<file path="src/rtl/cfu_cmd_master.sv">
// CFU command/response initiator. Requests are queued, then issued to the CFU
// under a credit scheme that reserves a result slot for every in-flight command.
module cfu_cmd_master #(
  parameter int DEPTH = 4
) (
  input  logic                     clk,
  input  logic                     reset,
  input  logic                     req_valid,
  output logic                     req_ready,
  input  logic [9:0]               req_function_id,
  input  logic [31:0]              req_inputs_0,
  input  logic [31:0]              req_inputs_1,
  output logic                     cmd_valid,
  input  logic                     cmd_ready,
  output logic [9:0]               cmd_payload_function_id,
  output logic [31:0]              cmd_payload_inputs_0,
  output logic [31:0]              cmd_payload_inputs_1,
  input  logic                     rsp_valid,
  output logic                     rsp_ready,
  input  logic [31:0]              rsp_payload_outputs_0,
  output logic                     res_valid,
  input  logic                     res_ready,
  output logic [31:0]              res_data,
  output logic [$clog2(DEPTH):0]   outstanding,
  output logic                     idle,
  output logic                     error
);

  localparam int AW = $clog2(DEPTH);
  localparam int CW = AW + 1;
  localparam logic [CW-1:0] FULL_CNT   = CW'(DEPTH);
  localparam logic [CW:0]   CREDIT_MAX = (CW + 1)'(DEPTH);

  typedef struct packed {
    logic [9:0]  fid;
    logic [31:0] in0;
    logic [31:0] in1;
  } cmd_t;

  cmd_t          cmd_mem_q [DEPTH];
  cmd_t          cmd_mem_d [DEPTH];
  logic [AW-1:0] cmd_wr_q, cmd_wr_d;
  logic [AW-1:0] cmd_rd_q, cmd_rd_d;
  logic [CW-1:0] cmd_cnt_q, cmd_cnt_d;

  logic [31:0]   res_mem_q [DEPTH];
  logic [31:0]   res_mem_d [DEPTH];
  logic [AW-1:0] res_wr_q, res_wr_d;
  logic [AW-1:0] res_rd_q, res_rd_d;
  logic [CW-1:0] res_cnt_q, res_cnt_d;

  logic [CW-1:0] out_q, out_d;
  logic          err_q, err_d;

  logic [CW:0]   credit_sum;
  logic          credit_ok;
  logic          cmd_push;
  logic          cmd_issue;
  logic          rsp_take;
  logic          rsp_keep;
  logic          rsp_drop;
  logic          res_pop;
  cmd_t          cmd_head;

  // Credit counts results still owed plus results already queued, so a
  // result slot always exists for anything issued.
  assign credit_sum = {1'b0, out_q} + {1'b0, res_cnt_q};
  assign credit_ok  = credit_sum < CREDIT_MAX;

  assign req_ready = !reset && (cmd_cnt_q != FULL_CNT);
  assign cmd_valid = !reset && (cmd_cnt_q != '0) && credit_ok;
  assign rsp_ready = !reset;
  assign res_valid = !reset && (res_cnt_q != '0);

  assign cmd_head                = cmd_mem_q[cmd_rd_q];
  assign cmd_payload_function_id = cmd_head.fid;
  assign cmd_payload_inputs_0    = cmd_head.in0;
  assign cmd_payload_inputs_1    = cmd_head.in1;
  assign res_data                = res_mem_q[res_rd_q];

  assign outstanding = out_q;
  assign idle        = (cmd_cnt_q == '0) && (out_q == '0) && (res_cnt_q == '0);
  assign error       = err_q;

  assign cmd_push  = req_valid && req_ready;
  assign cmd_issue = cmd_valid && cmd_ready;
  assign rsp_take  = rsp_valid && rsp_ready;
  assign rsp_keep  = rsp_take && (out_q != '0);
  assign rsp_drop  = rsp_take && (out_q == '0);
  assign res_pop   = res_valid && res_ready;

  always_comb begin
    cmd_mem_d = cmd_mem_q;
    cmd_wr_d  = cmd_wr_q;
    cmd_rd_d  = cmd_rd_q;
    if (cmd_push) begin
      cmd_mem_d[cmd_wr_q] = {req_function_id, req_inputs_0, req_inputs_1};
      cmd_wr_d            = cmd_wr_q + 1'b1;
    end
    if (cmd_issue) begin
      cmd_rd_d = cmd_rd_q + 1'b1;
    end
    cmd_cnt_d = cmd_cnt_q + CW'(cmd_push) - CW'(cmd_issue);
  end

  always_comb begin
    res_mem_d = res_mem_q;
    res_wr_d  = res_wr_q;
    res_rd_d  = res_rd_q;
    if (rsp_keep) begin
      res_mem_d[res_wr_q] = rsp_payload_outputs_0;
      res_wr_d            = res_wr_q + 1'b1;
    end
    if (res_pop) begin
      res_rd_d = res_rd_q + 1'b1;
    end
    res_cnt_d = res_cnt_q + CW'(rsp_keep) - CW'(res_pop);
  end

  // A response arriving with nothing owed is dropped and latched as an error.
  always_comb begin
    out_d = out_q + CW'(cmd_issue) - CW'(rsp_keep);
    err_d = err_q | rsp_drop;
  end

  always_ff @(posedge clk) begin
    if (reset) begin
      cmd_wr_q  <= '0;
      cmd_rd_q  <= '0;
      cmd_cnt_q <= '0;
      res_wr_q  <= '0;
      res_rd_q  <= '0;
      res_cnt_q <= '0;
      out_q     <= '0;
      err_q     <= 1'b0;
    end else begin
      cmd_wr_q  <= cmd_wr_d;
      cmd_rd_q  <= cmd_rd_d;
      cmd_cnt_q <= cmd_cnt_d;
      res_wr_q  <= res_wr_d;
      res_rd_q  <= res_rd_d;
      res_cnt_q <= res_cnt_d;
      out_q     <= out_d;
      err_q     <= err_d;
    end
  end

  // Storage needs no reset: pushes are blocked while reset is high.
  always_ff @(posedge clk) begin
    cmd_mem_q <= cmd_mem_d;
    res_mem_q <= res_mem_d;
  end

endmodule

</file>
<file path="config.mk">
export PLATFORM = sky130hd
export DESIGN_NAME = cfu_cmd_master
export DESIGN_NICKNAME = d
export VERILOG_FILES = /design/src/rtl/cfu_cmd_master.sv
export SDC_FILE = /design/constraint.sdc
export NUM_CORES = 1
export LEC_CHECK = 0
export ABC_CLOCK_PERIOD_IN_PS = 4970
export BUFFER_PORTS_ARGS = -buffer_cell sky130_fd_sc_hd__buf_2
export CAP_MARGIN = 30
export CELL_PAD_IN_SITES_DETAIL_PLACEMENT = 0
export CELL_PAD_IN_SITES_GLOBAL_PLACEMENT = 1
export CORE_MARGIN = 3
export CORE_UTILIZATION = 35
export DETAILED_ROUTE_END_ITERATION = 8
export PLACE_DENSITY_LB_ADDON = 0.05
export SYNTH_ARGS = -nofsm -noshare
export SYNTH_HDL_FRONTEND = slang
export SYNTH_SLANG_ARGS = --single-unit
</file>
<file path="constraint.sdc">
create_clock -name clk -period 4.97 [get_ports clk]
set_input_delay 0.2485 -clock clk [delete_from_list [all_inputs] [get_ports clk]]
set_output_delay 0.2485 -clock clk [all_outputs]
set_load 0.01 [all_outputs]
</file>
# Word level (Yosys, flattened, before mapping)
# Index checks and enable logic that the tools add are counted.
[word_totals]
word_cells = 81
rom_bits = 0
latch_bits = 0
inputBits = 112
mem_count = 0
ram_bits = 0
output_inout_bits = 115
ff_bits = 442
[op_classes]
bitwise_logic = 5
mux = 12
addsub = 11
n_eq_ne = 1
n_div = 0
multipliers = 0
shift = 0
order_cmp = 7
reduce_logical = 21
[op_table]
columns = ["op", "n"]
rows = [
  ["296-bit bitwise mux", 1],
  ["74-bit 2-to-1 mux", 3],
  ["74-bit binary-select mux with 2-bit select", 1],
  ["74-bit demux with 2-bit select", 1],
  ["128-bit bitwise mux", 1],
  ["32-bit 2-to-1 mux", 3],
  ["32-bit binary-select mux with 2-bit select", 1],
  ["32-bit demux with 2-bit select", 1],
  ["1-bit logical AND", 14],
  ["3-bit >= comparator (second input constant)", 4],
  ["2-bit inverter with 3-bit output", 4],
  ["3-bit by 1-bit adder with 3-bit output", 3],
  ["3-bit zero test", 3],
  ["3-bit nonzero test", 3],
  ["3-bit by 1-bit subtractor with 3-bit output", 3],
  ["2-bit by 1-bit adder with 2-bit output (second input constant)", 4],
  ["3-bit by 1-bit < comparator with 1-bit output (second input constant)", 2],
  ["3-bit by 3-bit adder with 4-bit output", 1],
  ["4-bit by 3-bit < comparator with 1-bit output (second input constant)", 1],
  ["3-bit != test (second input constant)", 1],
  ["1-bit zero test", 1],
  ["1-bit bitwise OR", 1],
]

# Logic depth before layout (Yosys ltp)
[depth]
ltp_word = 6
ltp_mapped = 11

# Worst setup path before layout
# Ideal clock, no wire load.
[synth_path]
path_kind = "register to register"
startpoint = "register cmd_cnt_q[2]"
endpoint = "register cmd_mem_q[0] in the netlist's numbering, enable pin"
stages_incl_launch_ff = 4
setup_slack_ps = 1967
setup_time_ps = 440
period_less_slack_ps = 3003
t_arrival_ps = 2563
cell_sequence = "dfxtp_1 nor3b_1 nor3b_2 and2_1"
[synth_between]
elab_chain_len = 3
[synth_lines]
columns = ["item", "line_no", "source"]
rows = [
  ["start: declaration", "44", "logic [CW-1:0] cmd_cnt_q, cmd_cnt_d;"],
  ["start signal: assignment", "139", "cmd_cnt_q <= cmd_cnt_d;"],
  ["3-bit != test", "70", "assign req_ready = !reset && (cmd_cnt_q != FULL_CNT);"],
  ["1-bit logical AND", "70", ""],
  ["1-bit logical AND", "85", "assign cmd_push = req_valid && req_ready;"],
  ["end signal: assignment", "150", "cmd_mem_q <= cmd_mem_d;"],
  ["end: declaration", "40", "cmd_t cmd_mem_q [DEPTH];"],
]
# Every way passes these cells.
# A chain may end at the register's enable or synchronous reset.

# Final worst setup path
[layout_path]
startpoint = "register cmd_rd_q[0]"
endpoint = "output port cmd_payload_inputs_1[5]"
[layout_between]
elab_chain_len = 4
[layout_lines]
columns = ["item", "line_no", "source"]
rows = [
  ["start: declaration", "43", "logic [AW-1:0] cmd_rd_q, cmd_rd_d;"],
  ["start signal: assignment", "138", "cmd_rd_q <= cmd_rd_d;"],
  ["2-bit inverter with 3-bit output (not written as such)", "75", "assign cmd_head = cmd_mem_q[cmd_rd_q];"],
  ["74-bit binary-select mux with 2-bit select", "75", ""],
  ["74-bit 2-to-1 mux (not written as such) (2 in a row)", "75", ""],
  ["end: declaration", "17", "output logic [31:0] cmd_payload_inputs_1,"],
]
# Every way passes these cells. The select of a mux whose other input is x is not followed.

==> results.json <==
{
  "status": "finished clean",
  "drc": 0,
  "cts_resized": 0,
  "pwr-share-seq": 0.467,
  "fmax_mhz": 353.5,
  "final_max_slew_viol_count": 0,
  "ys_top_cells_by_count": "edfxtp_1 (424), mux4_2 (106), dfxtp_1 (18)",
  "clkLatencyLatePin_ps": 570,
  "clk_pin_slew_worst_paths_ps": 60,
  "dp.cells": 1484,
  "viasPerCell": 4.744,
  "hpwl_um": 21410,
  "grt_max_degree": 54,
  "ctsHtreeMaxLevel": 2,
  "floorplan.initialDensity": 0.3580,
  "synthesis.nets": 805,
  "fin_nets": 1171,
  "finalPower_uw": 9628,
  "ys_warn_count": 0,
  "peakVddDrop_mv": 0.2564,
  "grt_pass1_vias": 8876,
  "dieHeight_um": 222.6,
  "synth.largest_area_cell": "edfxtp_1",
  "synth-async-reset-ratio": 0,
  "fp.dieW_um": 222.6,
  "synth_cell_type_count": 36,
  "drive_gt1_frac": 0.3870,
  "firstDrtPassIters": 4,
  "finalSetupViolations": 0,
  "synthCells": 674,
  "combPwrFrac": 0.186,
  "track_usage": 0.1420,
  "rsz0062_at_grt": "false",
  "period_share": 0.5692,
  "slew_headroom": 0.4274,
  "p_leak_uw": 0.007056,
  "required_ps": 4720,
  "ios": 227,
  "regArea_um2": 13100,
  "antennaDiodeCount": 0,
  "cts_buffers": 47,
  "hold_class": "in2reg",
  "stdcell_count": 1675,
  "drtIter0Drc": 416,
  "grt_overflow_total": 0,
  "max_cap_violations": 0,
  "port-buffer-count": 226,
  "synth_edf_count": 424,
  "max_slew.worst_pin.slew_ps": 858.9,
  "cts.sinks": 442,
  "skew_ps": 18.87,
  "switchingPower_uw": 2416,
  "worstPathMaxFanout": 45,
  "postCtsHoldBufs": 107,
  "synth_flop_cell": "edfxtp_1",
  "synth_top_area_frac": 0.7753,
  "multi_input_comb_area_um2": 3067,
  "ys_top_cells_by_area": "edfxtp_1 (78%), mux4_2 (15%), dfxtp_1 (2.2%)",
  "vias": 7946,
  "avgSynthCellArea_um2": 24.37,
  "n_fill_cell": 4011,
  "cts.path.max_buffers": 3,
  "totalWireLength_um": 34760,
  "synth_area_um2": 16420,
  "synth-seq-cells": 442,
  "core_um2": 45870,
  "grt_first_pass_wirelength_um": 53570,
  "gp_congestion": 0.7117,
  "path_class": "reg2out",
  "hold_violations": 0,
  "swShare": 0.2509,
  "p_int_uw": 7212,
  "fin_crit_ps": 2829,
  "power_density_nw_per_um2": 463.8,
  "cp-end-kind": "output port",
  "postCtsSetupRepairBufs": 0,
  "std_cell_rows": 78,
  "tns_ps": 0,
  "die_area_um2": 49560,
  "yosysSeqAreaShare": 0.7972,
  "synth.most_common_cell": "edfxtp_1",
  "startpoint_type": "flop",
  "antenna_found_initial": 2,
  "pwr-share-clk": 0.347,
  "cts_tree": "yes",
  "root_buffer": "clkbuf_16",
  "routedWlPerCell_um": 20.75,
  "area_growth_pct": 26.38,
  "ant_nets": 0,
  "worstPathArrival_ps": 2580
}
cell type report:
class | count | area share
Timing Repair Buffer | 345 | 0.1110
Clock buffer | 64 | 0.06076
Clock inverter | 20 | 0.01019
Inverter | 16 | 0.002893
Multi-Input combinational cell | 188 | 0.1477
Tap cell | 600 | 0.03617
Sequential cell | 442 | 0.6312
logic make-up after synthesis:
| group | Yosys count | share of synthesized area |
|---|---|---|
| flops | 442 | 0.7972 |
| mux | 110 | 0.1479 |
| simple gates | 45 | 0.01531 |
| buf+inv | 44 | 0.01668 |
| fa+ha+maj | 19 | 0.01585 |
| xor+xnor | 8 | 0.004267 |
| compound gates | 6 | 0.002819 |
placed cells by master, fill, tap and decap left out, types with 3 or more instances in the layout:
| master | n |
|---|---|
| xnor2_1 | 5 |
| clkbuf_1 | 16 |
| clkinv_2 | 4 |
| dlygate4sd3_1 | 107 |
| nand2_1 | 5 |
| nand3_1 | 3 |
| bufinv_16 | 4 |
| buf_2 | 226 |
| nor2_1 | 12 |
| buf_4 | 11 |
| clkbuf_16 | 48 |
| inv_1 | 16 |
| xor2_1 | 3 |
| fa_1 | 3 |
| edfxtp_1 | 424 |
| mux4_2 | 106 |
| dfxtp_1 | 15 |
| ha_1 | 16 |
| and2_4 | 5 |
| mux2i_1 | 3 |
| and3_1 | 5 |
| nor2b_1 | 6 |
| clkinv_1 | 8 |
worst paths after layout:
| path | from | cells after the start | slack (ps) | to |
|---|---|---|---|---|
| worst max-delay path | cmd_rd_q[0]$_SDFFE_PP0P_ | 3 | 2140 | cmd_payload_inputs_1[5] |
| worst min-delay path | res_ready | 4 | 100 | res_rd_q[0]$_SDFFE_PP0P_ |
| worst max register to register | cmd_cnt_q[1]$_SDFF_PP0_ | 4 | 2370 | cmd_mem_q[97]$_DFFE_PP_ |
| worst min register to register | error$_SDFF_PP0_ | 2 | 490 | error$_SDFF_PP0_ |
registers in the layout, summed over array words and instances, names as in the netlist:
signal / count
cmd_mem_q: 296
res_rd_q: 2
cmd_cnt_q: 3
res_cnt_q: 3
outstanding: 3
error: 1
cmd_wr_q: 2
res_wr_q: 2
res_mem_q: 128
cmd_rd_q: 2
routing by layer:
layer | track usage | vias up | routed length, um
met4 | 0.05025 | 4 | 912
met1 | 0.1682 | 4126 | 13540
met5 | 0 | - | 25
li1 | - | 3557 | -
met2 | 0.2481 | 196 | 18080
met3 | 0.04016 | 63 | 2198
worst max-delay path, stage by stage (launching register included):
cell and delay [ps]:
dfxtp_4 790, buf_12 420, mux4_2 600, buf_2 170
power groups by stage:
stage          Sequential (uW)  Combinational, uW  Clock (uW)
2_1_floorplan             4480               1240           0
3_3_place_gp              4570               1780           0
3_5_place_dp              4590               1790           0
4_1_cts                   4510               1860        3460
5_1_grt                   4530               1960        3610
6_report                  4500               1790        3340
metrics by stage:
step / area, um2 / setup WS [ps] / hold slack (ps) / util
final: 20760 / 2141 / 98.54 / 0.4525
after detailed placement: 18210 / 2197 / 467.2 / 0.3971
after floorplan: 16420 / 1967 / 347.4 / -
after global placement: 18210 / 2270 / 456.5 / 0.3971
after global routing: 20760 / 1905 / 96.79 / 0.4525
after CTS: 20760 / 1977 / 57.59 / 0.4525
Power figures use the tool's default switching activity.
